--- src/rtl/vga_pixel_out_if.sv ---
// vga_pixel_out_if: frame-buffer read port and VGA pin bundle of the VGA output stage.
interface vga_pixel_out_if #(parameter int ADDR_W = 17);
   logic [11:0]       pixel_in;
   logic [ADDR_W-1:0] fb_addr;
   logic              fb_rd_en;
   logic [3:0]        vga_r;
   logic [3:0]        vga_g;
   logic [3:0]        vga_b;
   logic              vga_hs;
   logic              vga_vs;
   logic              frame_start;
   modport master (input pixel_in, output fb_addr, fb_rd_en, vga_r, vga_g, vga_b, vga_hs, vga_vs, frame_start);
   modport slave (output pixel_in, input fb_addr, fb_rd_en, vga_r, vga_g, vga_b, vga_hs, vga_vs, frame_start);
endinterface

--- src/rtl/vga_pixel_out.sv ---
// vga_pixel_out: VGA timing, frame-buffer addressing and latency-aligned RGB444/sync output.
module vga_pixel_out #(
   parameter int          H_ACTIVE = 640,
   parameter int          H_FP     = 16,
   parameter int          H_SYNC   = 96,
   parameter int          H_BP     = 48,
   parameter int          V_ACTIVE = 480,
   parameter int          V_FP     = 10,
   parameter int          V_SYNC   = 2,
   parameter int          V_BP     = 33,
   parameter int          IMG_W    = 320,
   parameter int          IMG_H    = 240,
   parameter int          ADDR_W   = 17,
   parameter int          RD_LAT   = 1,
   parameter logic [11:0] BG_COLOR = 12'h000
) (
   input logic             clk,
   input logic             rst,
   vga_pixel_out_if.master bus
);
   localparam int H_TOTAL = H_ACTIVE + H_FP + H_SYNC + H_BP;
   localparam int V_TOTAL = V_ACTIVE + V_FP + V_SYNC + V_BP;
   localparam int HW      = $clog2(H_TOTAL);
   localparam int VW      = $clog2(V_TOTAL);
   localparam int LAST    = IMG_W * IMG_H - 1;
   localparam logic [4:0] DL_IDLE = 5'b00110;

   if (IMG_W > H_ACTIVE || IMG_H > V_ACTIVE || RD_LAT < 1 ||
       longint'(IMG_W) * longint'(IMG_H) > (longint'(1) << ADDR_W)) begin : g_bad_params
      $fatal(1, "vga_pixel_out: invalid parameter combination");
   end

   logic [HW-1:0]     r_hc;
   logic [VW-1:0]     r_vc;
   logic [ADDR_W-1:0] r_fb_addr;
   logic              r_fb_rd_en;
   logic [4:0]        r_dl [RD_LAT];
   logic [11:0]       r_rgb;
   logic              r_hs;
   logic              r_vs;
   logic              r_fs;

   logic              w_h_end;
   logic              w_v_end;
   logic [HW-1:0]     w_hc_n;
   logic [VW-1:0]     w_vc_n;
   logic              w_act;
   logic              w_img;
   logic              w_img_n;
   logic              w_hs;
   logic              w_vs;
   logic              w_fs;
   logic [ADDR_W-1:0] w_addr_n;
   logic [4:0]        w_d;

   always_comb begin
      w_h_end  = r_hc == HW'(H_TOTAL - 1);
      w_v_end  = r_vc == VW'(V_TOTAL - 1);
      w_hc_n   = w_h_end ? '0 : r_hc + 1'b1;
      w_vc_n   = w_h_end ? (w_v_end ? '0 : r_vc + 1'b1) : r_vc;
      w_act    = r_hc < HW'(H_ACTIVE) && r_vc < VW'(V_ACTIVE);
      w_img    = r_hc < HW'(IMG_W) && r_vc < VW'(IMG_H);
      w_img_n  = w_hc_n < HW'(IMG_W) && w_vc_n < VW'(IMG_H);
      w_hs     = !(r_hc >= HW'(H_ACTIVE + H_FP) && r_hc < HW'(H_ACTIVE + H_FP + H_SYNC));
      w_vs     = !(r_vc >= VW'(V_ACTIVE + V_FP) && r_vc < VW'(V_ACTIVE + V_FP + V_SYNC));
      w_fs     = r_hc == '0 && r_vc == '0;
      // address/rd_en are registered from the next counter value so they line up with hc/vc
      w_addr_n = (w_hc_n == '0 && w_vc_n == '0) ? '0 :
                 r_fb_addr + ADDR_W'(w_img && r_fb_addr != ADDR_W'(LAST));
      w_d      = r_dl[RD_LAT-1];
   end

   always_ff @(posedge clk or posedge rst)
      if (rst) begin
         r_hc       <= '0;
         r_vc       <= '0;
         r_fb_addr  <= '0;
         r_fb_rd_en <= 1'b0;
      end else begin
         r_hc       <= w_hc_n;
         r_vc       <= w_vc_n;
         r_fb_addr  <= w_addr_n;
         r_fb_rd_en <= w_img_n;
      end

   // delay line bits: {active, in_img, hs, vs, frame_start}
   always_ff @(posedge clk or posedge rst)
      if (rst) begin
         for (int i = 0; i < RD_LAT; i++) r_dl[i] <= DL_IDLE;
         r_rgb <= 12'h000;
         r_hs  <= 1'b1;
         r_vs  <= 1'b1;
         r_fs  <= 1'b0;
      end else begin
         r_dl[0] <= {w_act, w_img, w_hs, w_vs, w_fs};
         for (int i = 1; i < RD_LAT; i++) r_dl[i] <= r_dl[i-1];
         r_rgb <= w_d[3] ? bus.pixel_in : (w_d[4] ? BG_COLOR : 12'h000);
         r_hs  <= w_d[2];
         r_vs  <= w_d[1];
         r_fs  <= w_d[0];
      end

   assign bus.fb_addr     = r_fb_addr;
   assign bus.fb_rd_en    = r_fb_rd_en;
   assign bus.vga_r       = r_rgb[11:8];
   assign bus.vga_g       = r_rgb[7:4];
   assign bus.vga_b       = r_rgb[3:0];
   assign bus.vga_hs      = r_hs;
   assign bus.vga_vs      = r_vs;
   assign bus.frame_start = r_fs;
endmodule

--- src/flat_wrapper.sv ---
// flat-port wrapper written by rule: the top's interface ports become plain ports
module vga_pixel_out_flat 
#(
   parameter int          H_ACTIVE = 640,
   parameter int          H_FP     = 16,
   parameter int          H_SYNC   = 96,
   parameter int          H_BP     = 48,
   parameter int          V_ACTIVE = 480,
   parameter int          V_FP     = 10,
   parameter int          V_SYNC   = 2,
   parameter int          V_BP     = 33,
   parameter int          IMG_W    = 320,
   parameter int          IMG_H    = 240,
   parameter int          ADDR_W   = 17,
   parameter int          RD_LAT   = 1,
   parameter logic [11:0] BG_COLOR = 12'h000
)
  (clk, rst, bus_pixel_in, bus_fb_addr, bus_fb_rd_en, bus_vga_r, bus_vga_g, bus_vga_b, bus_vga_hs, bus_vga_vs, bus_frame_start);
  vga_pixel_out_if #(.ADDR_W(ADDR_W)) bus_i ();
  input logic clk;
  input logic rst;
  input wire logic [$bits(bus_i.pixel_in)-1:0] bus_pixel_in;
  output wire logic [$bits(bus_i.fb_addr)-1:0] bus_fb_addr;
  output wire logic [$bits(bus_i.fb_rd_en)-1:0] bus_fb_rd_en;
  output wire logic [$bits(bus_i.vga_r)-1:0] bus_vga_r;
  output wire logic [$bits(bus_i.vga_g)-1:0] bus_vga_g;
  output wire logic [$bits(bus_i.vga_b)-1:0] bus_vga_b;
  output wire logic [$bits(bus_i.vga_hs)-1:0] bus_vga_hs;
  output wire logic [$bits(bus_i.vga_vs)-1:0] bus_vga_vs;
  output wire logic [$bits(bus_i.frame_start)-1:0] bus_frame_start;
  assign bus_i.pixel_in = bus_pixel_in;
  assign bus_fb_addr = bus_i.fb_addr;
  assign bus_fb_rd_en = bus_i.fb_rd_en;
  assign bus_vga_r = bus_i.vga_r;
  assign bus_vga_g = bus_i.vga_g;
  assign bus_vga_b = bus_i.vga_b;
  assign bus_vga_hs = bus_i.vga_hs;
  assign bus_vga_vs = bus_i.vga_vs;
  assign bus_frame_start = bus_i.frame_start;
  vga_pixel_out #(.H_ACTIVE(H_ACTIVE), .H_FP(H_FP), .H_SYNC(H_SYNC), .H_BP(H_BP), .V_ACTIVE(V_ACTIVE), .V_FP(V_FP), .V_SYNC(V_SYNC), .V_BP(V_BP), .IMG_W(IMG_W), .IMG_H(IMG_H), .ADDR_W(ADDR_W), .RD_LAT(RD_LAT), .BG_COLOR(BG_COLOR)) u_core (.clk(clk), .rst(rst), .bus(bus_i));
endmodule
--- config.mk ---
export PLATFORM = sky130hd
export DESIGN_NAME = vga_pixel_out_flat
export DESIGN_NICKNAME = d
export VERILOG_FILES = /design/src/rtl/vga_pixel_out_if.sv /design/src/rtl/vga_pixel_out.sv /design/src/flat_wrapper.sv
export SDC_FILE = /design/constraint.sdc
export NUM_CORES = 1
export LEC_CHECK = 0
export BUFFER_PORTS_ARGS = -buffer_cell sky130_fd_sc_hd__buf_2
export CORE_MARGIN = 1.5
export CORE_UTILIZATION = 30
export CTS_BUF_LIST = sky130_fd_sc_hd__clkbuf_8 sky130_fd_sc_hd__clkbuf_16
export DETAILED_ROUTE_END_ITERATION = 6
export GPL_TIMING_DRIVEN = 1
export PLACE_DENSITY = 0.48
export SLEW_MARGIN = 10
export SYNTH_ARGS = -nofsm -noshare
export SYNTH_HDL_FRONTEND = slang
export SYNTH_SLANG_ARGS = --single-unit
--- constraint.sdc ---
create_clock -name clk -period 3.5 [get_ports clk]
set_clock_uncertainty 0.1 [all_clocks]
set_input_delay 0.525 -clock clk [delete_from_list [all_inputs] [get_ports clk]]
set_output_delay 0.525 -clock clk [all_outputs]
set_load 0.01 [all_outputs]
# Word-level counts from Yosys, hierarchy flattened
# Cells that the tools add are included.
dict set report word_totals {
  elab_cells 41
  regBits 57
}
dict set report op_classes {
  n_mux 5
  n_reduce_logical 13
  n_eq_ne 3
  n_addsub 3
  order_cmp 8
}
# operator count
set op_table {}
lappend op_table {{10-bit logical NOT} 4}
lappend op_table {{10-bit by 9-bit < comparator with 1-bit output, second input constant} 3}
lappend op_table {{10-bit 2-to-1 mux} 3}
lappend op_table {{10-bit by 1-bit adder with 10-bit output, second input constant} 2}
lappend op_table {{10-bit equality test, second input constant} 2}
lappend op_table {{10-bit by 8-bit < comparator with 1-bit output, second input constant} 2}
lappend op_table {{17-bit by 1-bit adder with 17-bit output} 1}
lappend op_table {{17-bit 2-to-1 mux} 1}
lappend op_table {{17-bit != test, second input constant} 1}
lappend op_table {{12-bit 2-to-1 mux} 1}
lappend op_table {{10-bit greater-or-equal comparator, second input constant} 1}
lappend op_table {{10-bit by 9-bit greater-or-equal comparator with 1-bit output, second input constant} 1}
lappend op_table {{10-bit < comparator, second input constant} 1}
lappend op_table {{1-bit logical AND} 7}
lappend op_table {{1-bit logical NOT} 2}

# Depth between registers and ports, before layout
# Gate-level depths: netlist of the first run.
dict set report depth {
  depth_word 6
  ltp_mapped 12
  mapped_depth_nobuf 12
}

# Worst setup path after synthesis of the first run
# OpenSTA, ideal clock, no wires.
dict set report synth_path {
  path_type {flip-flop to flip-flop}
  from {register u_core.r_hc[0]}
  to {register u_core.r_fb_addr[10] (netlist: u_core.bus.fb_addr[10])}
  setup_time_ns 0.126
  stages_incl_launch_ff 9
  n_path_buf 1
  slack_ns 0.941
  t_arrival_ns 2.333
  synth_period_minus_slack_ns 2.559
  path_cell_list {dfrtp_1 ha_1 nand3_1 nor3_4 a21oi_2 or4b_4 nor4_4 buf_6 a21oi_1}
}
dict set report synth_between {
  elab_chain_len 5
  elab_cells_between_ends 12
}
# item line_no
set synth_lines {}
lappend synth_lines {{start, declared} vga_pixel_out.sv:33} ;# logic [HW-1:0] r_hc;
lappend synth_lines {{start signal, assigned} vga_pixel_out.sv:80} ;# r_hc <= w_hc_n;
lappend synth_lines {{10-bit by 1-bit adder with 10-bit output / 10-bit equality test (equally long branches)} {vga_pixel_out.sv:59, vga_pixel_out.sv:57}}
lappend synth_lines {{10-bit 2-to-1 mux *} vga_pixel_out.sv:59} ;# w_hc_n = w_h_end ? '0 : r_hc + 1'b1;
lappend synth_lines {{net u_core.w_hc_n[5]} vga_pixel_out.sv:45} ;# logic [HW-1:0] w_hc_n;
lappend synth_lines {{10-bit logical NOT *} vga_pixel_out.sv:68} ;# w_addr_n = (w_hc_n == '0 && w_vc_n == '0) ? '0 :
lappend synth_lines {{1-bit logical AND *} vga_pixel_out.sv:68}
lappend synth_lines {{17-bit 2-to-1 mux *} vga_pixel_out.sv:68}
lappend synth_lines {{net u_core.w_addr_n[10]} vga_pixel_out.sv:53} ;# logic [ADDR_W-1:0] w_addr_n;
lappend synth_lines {{end signal, assigned} vga_pixel_out.sv:82} ;# r_fb_addr <= w_addr_n;
lappend synth_lines {{end, declared} vga_pixel_out.sv:35} ;# logic [ADDR_W-1:0] r_fb_addr;
# Mark *: on every way through the listed nets, which the timed path passes. The rest lies on a longest branch.

# Final worst setup path of the first run
dict set report layout_path {
  from {register u_core.r_hc[0]}
  to {register u_core.r_fb_addr[0] (netlist: u_core.bus.fb_addr[0])}
}
dict set report layout_between {
  elab_chain_len 5
  elab_cells_between_ends 12
}
# item line_no
set layout_lines {}
lappend layout_lines {{10-bit by 9-bit < comparator with 1-bit output (tied with other cells)} vga_pixel_out.sv:62} ;# w_img = r_hc < HW'(IMG_W) && r_vc < VW'(IMG_H);
lappend layout_lines {{1-bit logical AND (tied with other cells)} vga_pixel_out.sv:62}
lappend layout_lines {{1-bit logical AND / 10-bit logical NOT (equally long branches)} {vga_pixel_out.sv:69, vga_pixel_out.sv:68}}
lappend layout_lines {{17-bit by 1-bit adder with 17-bit output / 1-bit logical AND (equally long branches)} {vga_pixel_out.sv:69, vga_pixel_out.sv:68}}
lappend layout_lines {{17-bit 2-to-1 mux *} vga_pixel_out.sv:68}
lappend layout_lines {{net u_core.w_addr_n[0]} vga_pixel_out.sv:53}
# Marks and branches as above.

==> results of run 1 <==
[cell families after synthesis]
kind of cell,after synthesis
adders and majority gates,7
AOI/OAI and AO/OA,48
DFF,57
buffers and inverters,27
xor gates and xnor gates,22
and+or+nand+nor,116
[worst register-to-register path, delay by kind of cell (launching register included)]
kind                       cells  cell delay (ns)
buffers and inverters          1             0.26
and+or+nand+nor                4             1.57
adders and majority gates      1             0.28
AOI/OAI and AO/OA              2             0.20
DFF                            1             0.43
[per-stage QoR]
| stage | utilization | hold WS, ns |
|---|---|---|
| global placement | 0.342 | 0.234 |
| global route | 0.360 | 0.132 |
| floorplan | - | 0.231 |
| finish | 0.360 | 0.0991 |
| CTS | 0.360 | 0.112 |
| detailed placement | 0.342 | 0.247 |
[layout by cell type (no fill, tap or decap), types with 2 or more instances in the layout]
master       n
clkinv_2     4
o21a_1       3
inv_1       12
nor2_1      15
or2_2        2
o31a_1       2
nand4_1     12
a21oi_1     17
and4b_1      2
o211ai_1     3
dfrtp_1     53
nor4b_1      3
o21ai_0      7
nand2_1     22
clkinvlp_4   2
dfstp_2      4
buf_2       46
and4_1       2
clkbuf_8     9
and3_1       6
nor3_1       3
xnor2_1      9
ha_1         7
a21boi_0     3
xor2_1      13
and2_1      13
nand3_1     18
nor4_1       7
or3_1        2
a21o_1       2
buf_4        4
[final cells by class]
type | count | area (um^2)
fill | 928 | 5890
sequential | 57 | 1430
multi-input combinational | 193 | 1270
timing repair buffer | 50 | 260
tap | 111 | 139
clock buffer | 9 | 124
inverter | 12 | 45.0
clock inverter | 7 | 38.8
[where the power goes]
part,internal [uW],switching (uW)
combinational,14.8,21.7
sequential,666,1.31
clock,248,261
total,929,284
[registers in the layout (all words and copies together), names as in the netlist]
| register | cells |
|---|---|
| u_core.bus.fb_rd_en | 1 |
| u_core.r_hc | 10 |
| u_core.r_rgb | 12 |
| u_core.bus.fb_addr | 17 |
| u_core.bus.vga_hs | 1 |
| u_core.bus.frame_start | 1 |
| u_core.bus.vga_vs | 1 |
| u_core.r_vc | 10 |
| u_core.r_dl | 4 |
[metal layers]
metal / up-vias / global-route usage / share of wire
met5: - / 0 / 0
met4: 0 / 0.0455 / 0.015
met3: 7 / 0.0383 / 0.052
met2: 63 / 0.196 / 0.43
met1: 1056 / 0.188 / 0.50
li1: 1080 / - / -
[worst max-delay path by stage]
stage                                                  end  slack, ns                      from
after floorplan           u_core.bus.fb_addr[10]$_DFF_PP0_       0.94  u_core.r_hc[0]$_DFF_PP0_
after global placement     u_core.bus.fb_addr[0]$_DFF_PP0_       0.62  u_core.r_hc[0]$_DFF_PP0_
after detailed placement   u_core.bus.fb_addr[0]$_DFF_PP0_       0.51  u_core.r_hc[0]$_DFF_PP0_
after CTS                  u_core.bus.fb_addr[0]$_DFF_PP0_       0.49  u_core.r_hc[0]$_DFF_PP0_
after global routing       u_core.bus.fb_addr[0]$_DFF_PP0_       0.23  u_core.r_hc[0]$_DFF_PP0_
final                      u_core.bus.fb_addr[0]$_DFF_PP0_       0.50  u_core.r_hc[0]$_DFF_PP0_
==> metrics.cfg, run 1 <==
[timing]
tns_ns = 0
fin_ws_ns = 0.501
finalSetupViolations = 0
rsz0062_at_grt = false
fmax_mhz = 333
hold_viol_final = 0
report.final.slew_viol_count = 0
period_needed_ns = 3.00
relSlewSlack = 0.627
tightest_slew_ns = 0.557
fin_crit_sh = 0.857

[final_layout]
num_antenna_cells = 0
syn_to_final_growth_pct = 16.8
drive_gt1_frac = 0.241
fin_nets = 344
fin_cells = 439
design_area_mm2 = 0.00331

[routing]
via_count = 2206
drt-initial-drc-count = 200
wire_per_inst_um = 14.0
ant_nets = 0
drc = 0
viasPerCell = 5.03
drtPass1Iterations = 4
wl_mm = 6.13

[placed_design]
port_buffers = 46
post-place-ws_ns = 0.514
dp.cells = 423
dpl.hpwl_mm = 4.40
gp_congestion = 0.789
postPlaceCellArea_mm2 = 0.00315

[min_path]
hold_class = primary input to async pin

[clock_network]
clock_latency_ns = 0.33
cts_setup_buffers = 0
cts_buffer_depth = 2
clkTransAtPathRegs_ns = 0.07
ctsHoldBuffers = 0
clock-sinks = 57
htreeDepth = 3
cts_tree = built
cts_resized = 0
root_buffer = clkbuf_8
cts_buffers = 9

[logic_synthesis]
ys_ff_latch = 57
synth_nets = 298
synthAdderAreaFrac = 0.0309
syn_inst = 277
yosysMostFrequentCell = dfrtp_1
synth_async_sr_flop_share = 1.00
yosysTopAreaCellShare = 0.468
avgSynthCellArea_um2 = 10.2
synth_top_family_by_area = simple AND/OR/NAND/NOR gates
synth-main-ff-cell = dfrtp_1
synth_commonest_cells = dfrtp_1 (53), nand2_1 (22), nand3_1 (18)
synth_cell_types = 50
synth_mux_area_frac = 0
ys.warnings.count = 0
synth_edf_count = 0
synth_top_cell_by_area = dfrtp_1
synth_area_mm2 = 0.00283
synth_compound_area_frac = 0.111
yosysSeqAreaShare = 0.505
ys_top_cells_by_area = dfrtp_1 (47%), xor2_1 (4.0%), dfstp_2 (3.7%), nand3_1 (3.2%), ha_1 (3.1%)
yosys.area_share.simple = 0.239
synthXorXnorAreaFrac = 0.0680

[floorplan]
die_y_um = 100
rows = 35
die_w_um = 100
io_pins = 47
start_util = 0.308
dieArea_mm2 = 0.0100
core_area_mm2 = 0.00920

[critical_path]
critical_path_depth = 8
crit_type = flip-flop to flip-flop
path_cells = ha_1 > nand3_1 > nor3_4 > a31oi_1 > or4b_4 > nor4_4 > buf_4 > a21boi_0
reg2reg_to = u_core.bus.fb_addr[0]$_DFF_PP0_
required_ns = 3.58
cp_max_fo = 17
r2r_slack_ns = 0.50
cp_top_family = simple AND/OR/NAND/NOR gates
critPathCaptureType = flip-flop
r2r-start = u_core.r_hc[0]$_DFF_PP0_
max_stage_delay_ns = 0.55
path_buf_inv = 1
worstPathArrival_ns = 3.08
cp_slowest_cell = nor3_4
r2r_cells = 8
start_kind = flip-flop

[grt]
grt_pass1_wl_mm = 10.5
grt_max_degree = 25
grt.total_usage = 0.133
antenna_found_initial = 0
grt_overflow = 0
grt_pass1_vias = 2051

[power]
power.total_uw = 1210
ir_worst_vdd_mv = 0.140
power.leakage_uw = 0.00150
power.density_mw_per_mm2 = 367

[run_status]
status = finished, final reports clean

[flow_run]
max-cap-violations = 0

Note: power is estimated with default switching activity, not from simulation.
==> inputs of run 2 (changes only) <==
Settings changed: ABC_AREA from default to 1, CORE_MARGIN 1.5 to 2.
==> metrics.cfg, run 2 <==
[final_layout]
fin_cells = 562
design_area_mm2 = 0.00355
largest_register_ffs = 17
syn_to_final_growth_pct = 20.5
num_antenna_cells = 0
drive_gt1_frac = 0.198
fillers = 1048
final_common_cell = nand2_1
layout_common_cells = nand2_1 (92), inv_1 (62), dfrtp_1 (53), nor2_1 (51), buf_2 (46)
fin_nets = 445

[logic_synthesis]
synth_commonest_cells = nand2_1 (92), inv_1 (62), dfrtp_1 (53)
synth_nets = 389
synth_top_cell_by_area = dfrtp_1
synth_edf_count = 0
synth_area_mm2 = 0.00295
synth-main-ff-cell = dfrtp_1
yosysMostFrequentCell = nand2_1
yosysTopAreaCellShare = 0.450
avgSynthCellArea_um2 = 8.01
synth_async_sr_flop_share = 1.00
synth_cell_types = 30
ys_ff_latch = 57
ys.warnings.count = 0
ys_top_cells_by_area = dfrtp_1 (45%), nand2_1 (12%), inv_1 (7.9%), nor2_1 (6.6%), nand3_1 (4.6%)
syn_inst = 368
yosysSeqAreaShare = 0.485

[power]
power.total_uw = 1370
power.leakage_uw = 0.00189
power.density_mw_per_mm2 = 387
ir_worst_vdd_mv = 0.182

[timing]
period_needed_ns = 3.16
hold_ws_ns = 0.103
report.final.slew_viol_count = 0
fin_crit_sh = 0.902
finalSetupViolations = 0
tightest_slew_ns = 0.495
hold_viol_final = 0
fmax_mhz = 317
fin_ws_ns = 0.344
relSlewSlack = 0.669

[clock_network]
cts_buffers = 9
clkTransAtPathRegs_ns = 0.07
clock_latency_ns = 0.34
ctsHoldBuffers = 0
cts_buffer_depth = 2
htreeDepth = 3
root_buffer = clkbuf_8
cts_tree = built
clock-sinks = 57

[routing]
wl_mm = 6.88
drtPass1Iterations = 4
via_count = 2497
drt-initial-drc-count = 68
drc = 0
viasPerCell = 4.44
ant_nets = 0
wire_per_inst_um = 12.2

[floorplan]
start_util = 0.306
die_w_um = 103
die_y_um = 103
core_area_mm2 = 0.00964
rows = 36
io_pins = 47
dieArea_mm2 = 0.0106

[grt]
grt_overflow = 0
antenna_found_initial = 0
grt_pass1_vias = 2322
grt_max_degree = 36
grt_pass1_wl_mm = 11.2
grt.total_usage = 0.138

[critical_path]
critPathCaptureType = flip-flop
crit_type = flip-flop to flip-flop
cp_max_fo = 7
start_kind = flip-flop
worstPathArrival_ns = 3.26
required_ns = 3.61

[placed_design]
postPlaceCellArea_mm2 = 0.00334
dpl.hpwl_mm = 5.12
dp.cells = 546
port_buffers = 46
post-place-ws_ns = 0.253
gp_congestion = 0.896

[run_status]
status = finished, final reports clean

[min_path]
hold_class = primary input to async pin

[flow_run]
max-cap-violations = 0

## run 2: cell type report
type	count	area [um^2]	area share
sequential	57	1430	0.403
timing repair buffer	48	245	0.0690
clock inverter	7	86.3	0.0243
inverter	65	244	0.0686
clock buffer	9	124	0.0348
multi-input combinational	243	1260	0.354
tap	133	166	0.0468
## run 2: timing repair
| item | 4_1_cts | 5_1_grt |
|---|---|---|
| endpoints found under the setup margin | 0 | 2 |
| setup buffers | 0 | 0 |
| resized for setup | 0 | 2 |
## run 2: cell families (layout without fill, tap and decap cells)
kind of cell | after synthesis | in the layout | synth area share
DFF | 57 | 57 | 0.485
xor gates and xnor gates | 17 | 17 | 0.0505
buffers and inverters | 68 | 129 | 0.0895
AOI/OAI and AO/OA | 7 | 7 | 0.0153
and+or+nand+nor | 212 | 212 | 0.330
adders and majority gates | 7 | 7 | 0.0297
## run 2: power by group
part / internal (uW) / switching [uW] / total (uW) / leakage, uW
registers: 666 / 1.29 / 667 / 0.000716
logic: 13.1 / 24.1 / 37.2 / 0.00106
clock network: 394 / 276 / 670 / 0.000110
## run 2: worst paths after layout
path,from,endpoint,slack [ns],depth (start not counted)
max in group asynchronous,rst,u_core.bus.vga_vs$_DFF_PP1_,2.32,3
worst max-delay path,u_core.r_hc[7]$_DFF_PP0_,u_core.bus.fb_addr[16]$_DFF_PP0_,0.34,17
worst max register to register,u_core.r_hc[7]$_DFF_PP0_,u_core.bus.fb_addr[16]$_DFF_PP0_,0.34,17
min in group clk,u_core.r_dl[2]$_DFF_PP1_,u_core.bus.vga_hs$_DFF_PP1_,0.25,0
worst min register to register,u_core.r_dl[2]$_DFF_PP1_,u_core.bus.vga_hs$_DFF_PP1_,0.25,0
worst min-delay path,rst,u_core.r_rgb[2]$_DFF_PP0_,0.10,2
## run 2: through the flow
stage,TNS [ns],utilization
floorplan,0,-
global placement,0,0.347
detailed placement,0,0.347
CTS,0,0.368
global route,-0.00451,0.369
finish,0,0.369
## run 2: critical path, cell delays in order, from the launching register on
cell and delay, ns:
dfrtp_1 0.46, inv_2 0.09, nand2_1 0.13, a2111oi_1 0.41, buf_4 0.18, inv_1 0.04
a31oi_1 0.15, ha_1 0.19, ha_1 0.18, inv_1 0.05, nor2_1 0.16, nand2_1 0.10
nor2_1 0.18, nand2_1 0.12, nor2_2 0.16, nand4_1 0.13, xor2_1 0.15, nor2_1 0.06
## run 2: routing by layer
layer	vias up	wire length (um)	global-route usage	part of all wire
met3	10	388	0.0359	0.056
met5	-	0	0	0
met4	0	89	0.0526	0.013
li1	1254	-	-	-
met2	70	3150	0.221	0.46
met1	1163	3250	0.178	0.47
==> inputs of run 3 (changes only) <==
Settings changed: HOLD_SLACK_MARGIN from default to 0.12.
==> metrics.cfg, run 3 (synthesized netlist as in run 2, its figures left out) <==
[run_status]
status = finished, final reports clean

[clock_network]
clkTransAtPathRegs_ns = 0.07
cts_tree = built
clock-sinks = 57
cts_buffer_depth = 2
root_buffer = clkbuf_8
htreeDepth = 3
cts_buffers = 9
clock_latency_ns = 0.34

[timing]
hold_viol_final = 0
hold_ws_ns = 0.251
finalSetupViolations = 0
fmax_mhz = 316
fin_crit_sh = 0.905
tightest_slew_ns = 0.495
period_needed_ns = 3.17
relSlewSlack = 0.670
fin_ws_ns = 0.331
report.final.slew_viol_count = 0

[grt]
antenna_found_initial = 0
grt_max_degree = 36
grt_overflow = 0
grt.total_usage = 0.138
grt_pass1_vias = 2334
grt_pass1_wl_mm = 11.2

[routing]
drt-initial-drc-count = 83
via_count = 2504
wire_per_inst_um = 12.2
wl_mm = 6.88
viasPerCell = 4.45
ant_nets = 0
drc = 0
drtPass1Iterations = 4

[floorplan]
io_pins = 47
core_area_mm2 = 0.00964
rows = 36
die_y_um = 103
start_util = 0.306
dieArea_mm2 = 0.0106
die_w_um = 103

[power]
ir_worst_vdd_mv = 0.182
power.density_mw_per_mm2 = 386
power.total_uw = 1380
power.leakage_uw = 0.00189

[placed_design]
dp.cells = 546
post-place-ws_ns = 0.253
gp_congestion = 0.896
port_buffers = 46
dpl.hpwl_mm = 5.12

[min_path]
hold_class = flip-flop to flip-flop

[critical_path]
cp_top_family = simple AND/OR/NAND/NOR gates
max_stage_delay_ns = 0.46
cp_slowest_cell = dfrtp_1
crit_type = flip-flop to flip-flop
reg2reg_to = u_core.bus.fb_addr[16]$_DFF_PP0_
crit_end = u_core.bus.fb_addr[16]$_DFF_PP0_
start_kind = flip-flop
critical_path_depth = 17
cp-startpoint = u_core.r_hc[7]$_DFF_PP0_
required_ns = 3.61
r2r_cells = 17
path_cells = inv_2 > nand2_1 > a2111oi_1 > buf_4 > inv_1 > a31oi_1 > ha_1 > ha_1 > inv_1 > nor2_1 > nand2_1 > nor2_1 > nand2_1 > nor2_2 > nand4_1 > xor2_1 > nor2_1
path_buf_inv = 4
worstPathArrival_ns = 3.28
cp_max_fo = 7
r2r-start = u_core.r_hc[7]$_DFF_PP0_
r2r_slack_ns = 0.33
critPathCaptureType = flip-flop

[final_layout]
syn_to_final_growth_pct = 20.9
fin_cells = 563
final_common_cell = nand2_1
drive_gt1_frac = 0.198
layout_common_cells = nand2_1 (92), inv_1 (62), dfrtp_1 (53), nor2_1 (51), buf_2 (46)
fin_nets = 446
fin_util = 0.370
num_antenna_cells = 0
largest_register_ffs = 17

[flow_run]
max-cap-violations = 0

run 3: cell count changes in the layout (fill, tap and decap cells not counted):
cell	previous run	this run
dlygate4sd3_1	0	1
run 3: layout make-up:
class / instances / area [um^2]
Sequential cell: 57 / 1430
Multi-Input combinational cell: 243 / 1260
Inverter: 65 / 244
Timing Repair Buffer: 49 / 255
Clock buffer: 9 / 124
Clock inverter: 7 / 86.3
Fill cell: 1047 / 6070
Tap cell: 133 / 166
run 3: power breakdown:
part	leakage, uW	switching [uW]	internal [uW]	total (uW)
registers	0.000716	1.29	666	667
clock network	0.000110	276	394	670
logic	0.00107	24.3	13.8	38.1
total	0.00189	301	1070	1380
run 3: what timing repair did:
action                     4_1_cts  5_1_grt
setup endpoints to repair        0        2
resized for setup                0        2
hold endpoints to repair         4        0
hold buffers                     1        0
setup buffers                    0        0
run 3: how the worst min path moves through the flow:
stage	startpoint	to	slack (ns)	depth (start not counted)
floorplan	u_core.r_dl[0]$_DFF_PP0_	u_core.bus.frame_start$_DFF_PP0_	0.23	0
detailed placement	u_core.r_dl[0]$_DFF_PP0_	u_core.bus.frame_start$_DFF_PP0_	0.23	0
CTS	u_core.r_dl[2]$_DFF_PP1_	u_core.bus.vga_hs$_DFF_PP1_	0.25	0
global placement	u_core.r_dl[0]$_DFF_PP0_	u_core.bus.frame_start$_DFF_PP0_	0.23	0
global route	u_core.r_dl[2]$_DFF_PP1_	u_core.bus.vga_hs$_DFF_PP1_	0.25	0
finish	u_core.r_dl[2]$_DFF_PP1_	u_core.bus.vga_hs$_DFF_PP1_	0.25	0
run 3: per-stage QoR:
step,cell area (um^2),TNS (ns)
finish,3560,0
global route,3560,-0.00451
CTS,3560,0
detailed placement,3340,0
global placement,3340,0
floorplan,2950,0
run 3: metal layers:
layer	part of all wire	track usage	routed length, um	up-vias
met5	0	0	0	-
met4	0.013	0.0526	89	0
met3	0.060	0.0359	411	10
met2	0.46	0.222	3150	70
met1	0.47	0.178	3230	1167
li1	-	-	-	1257
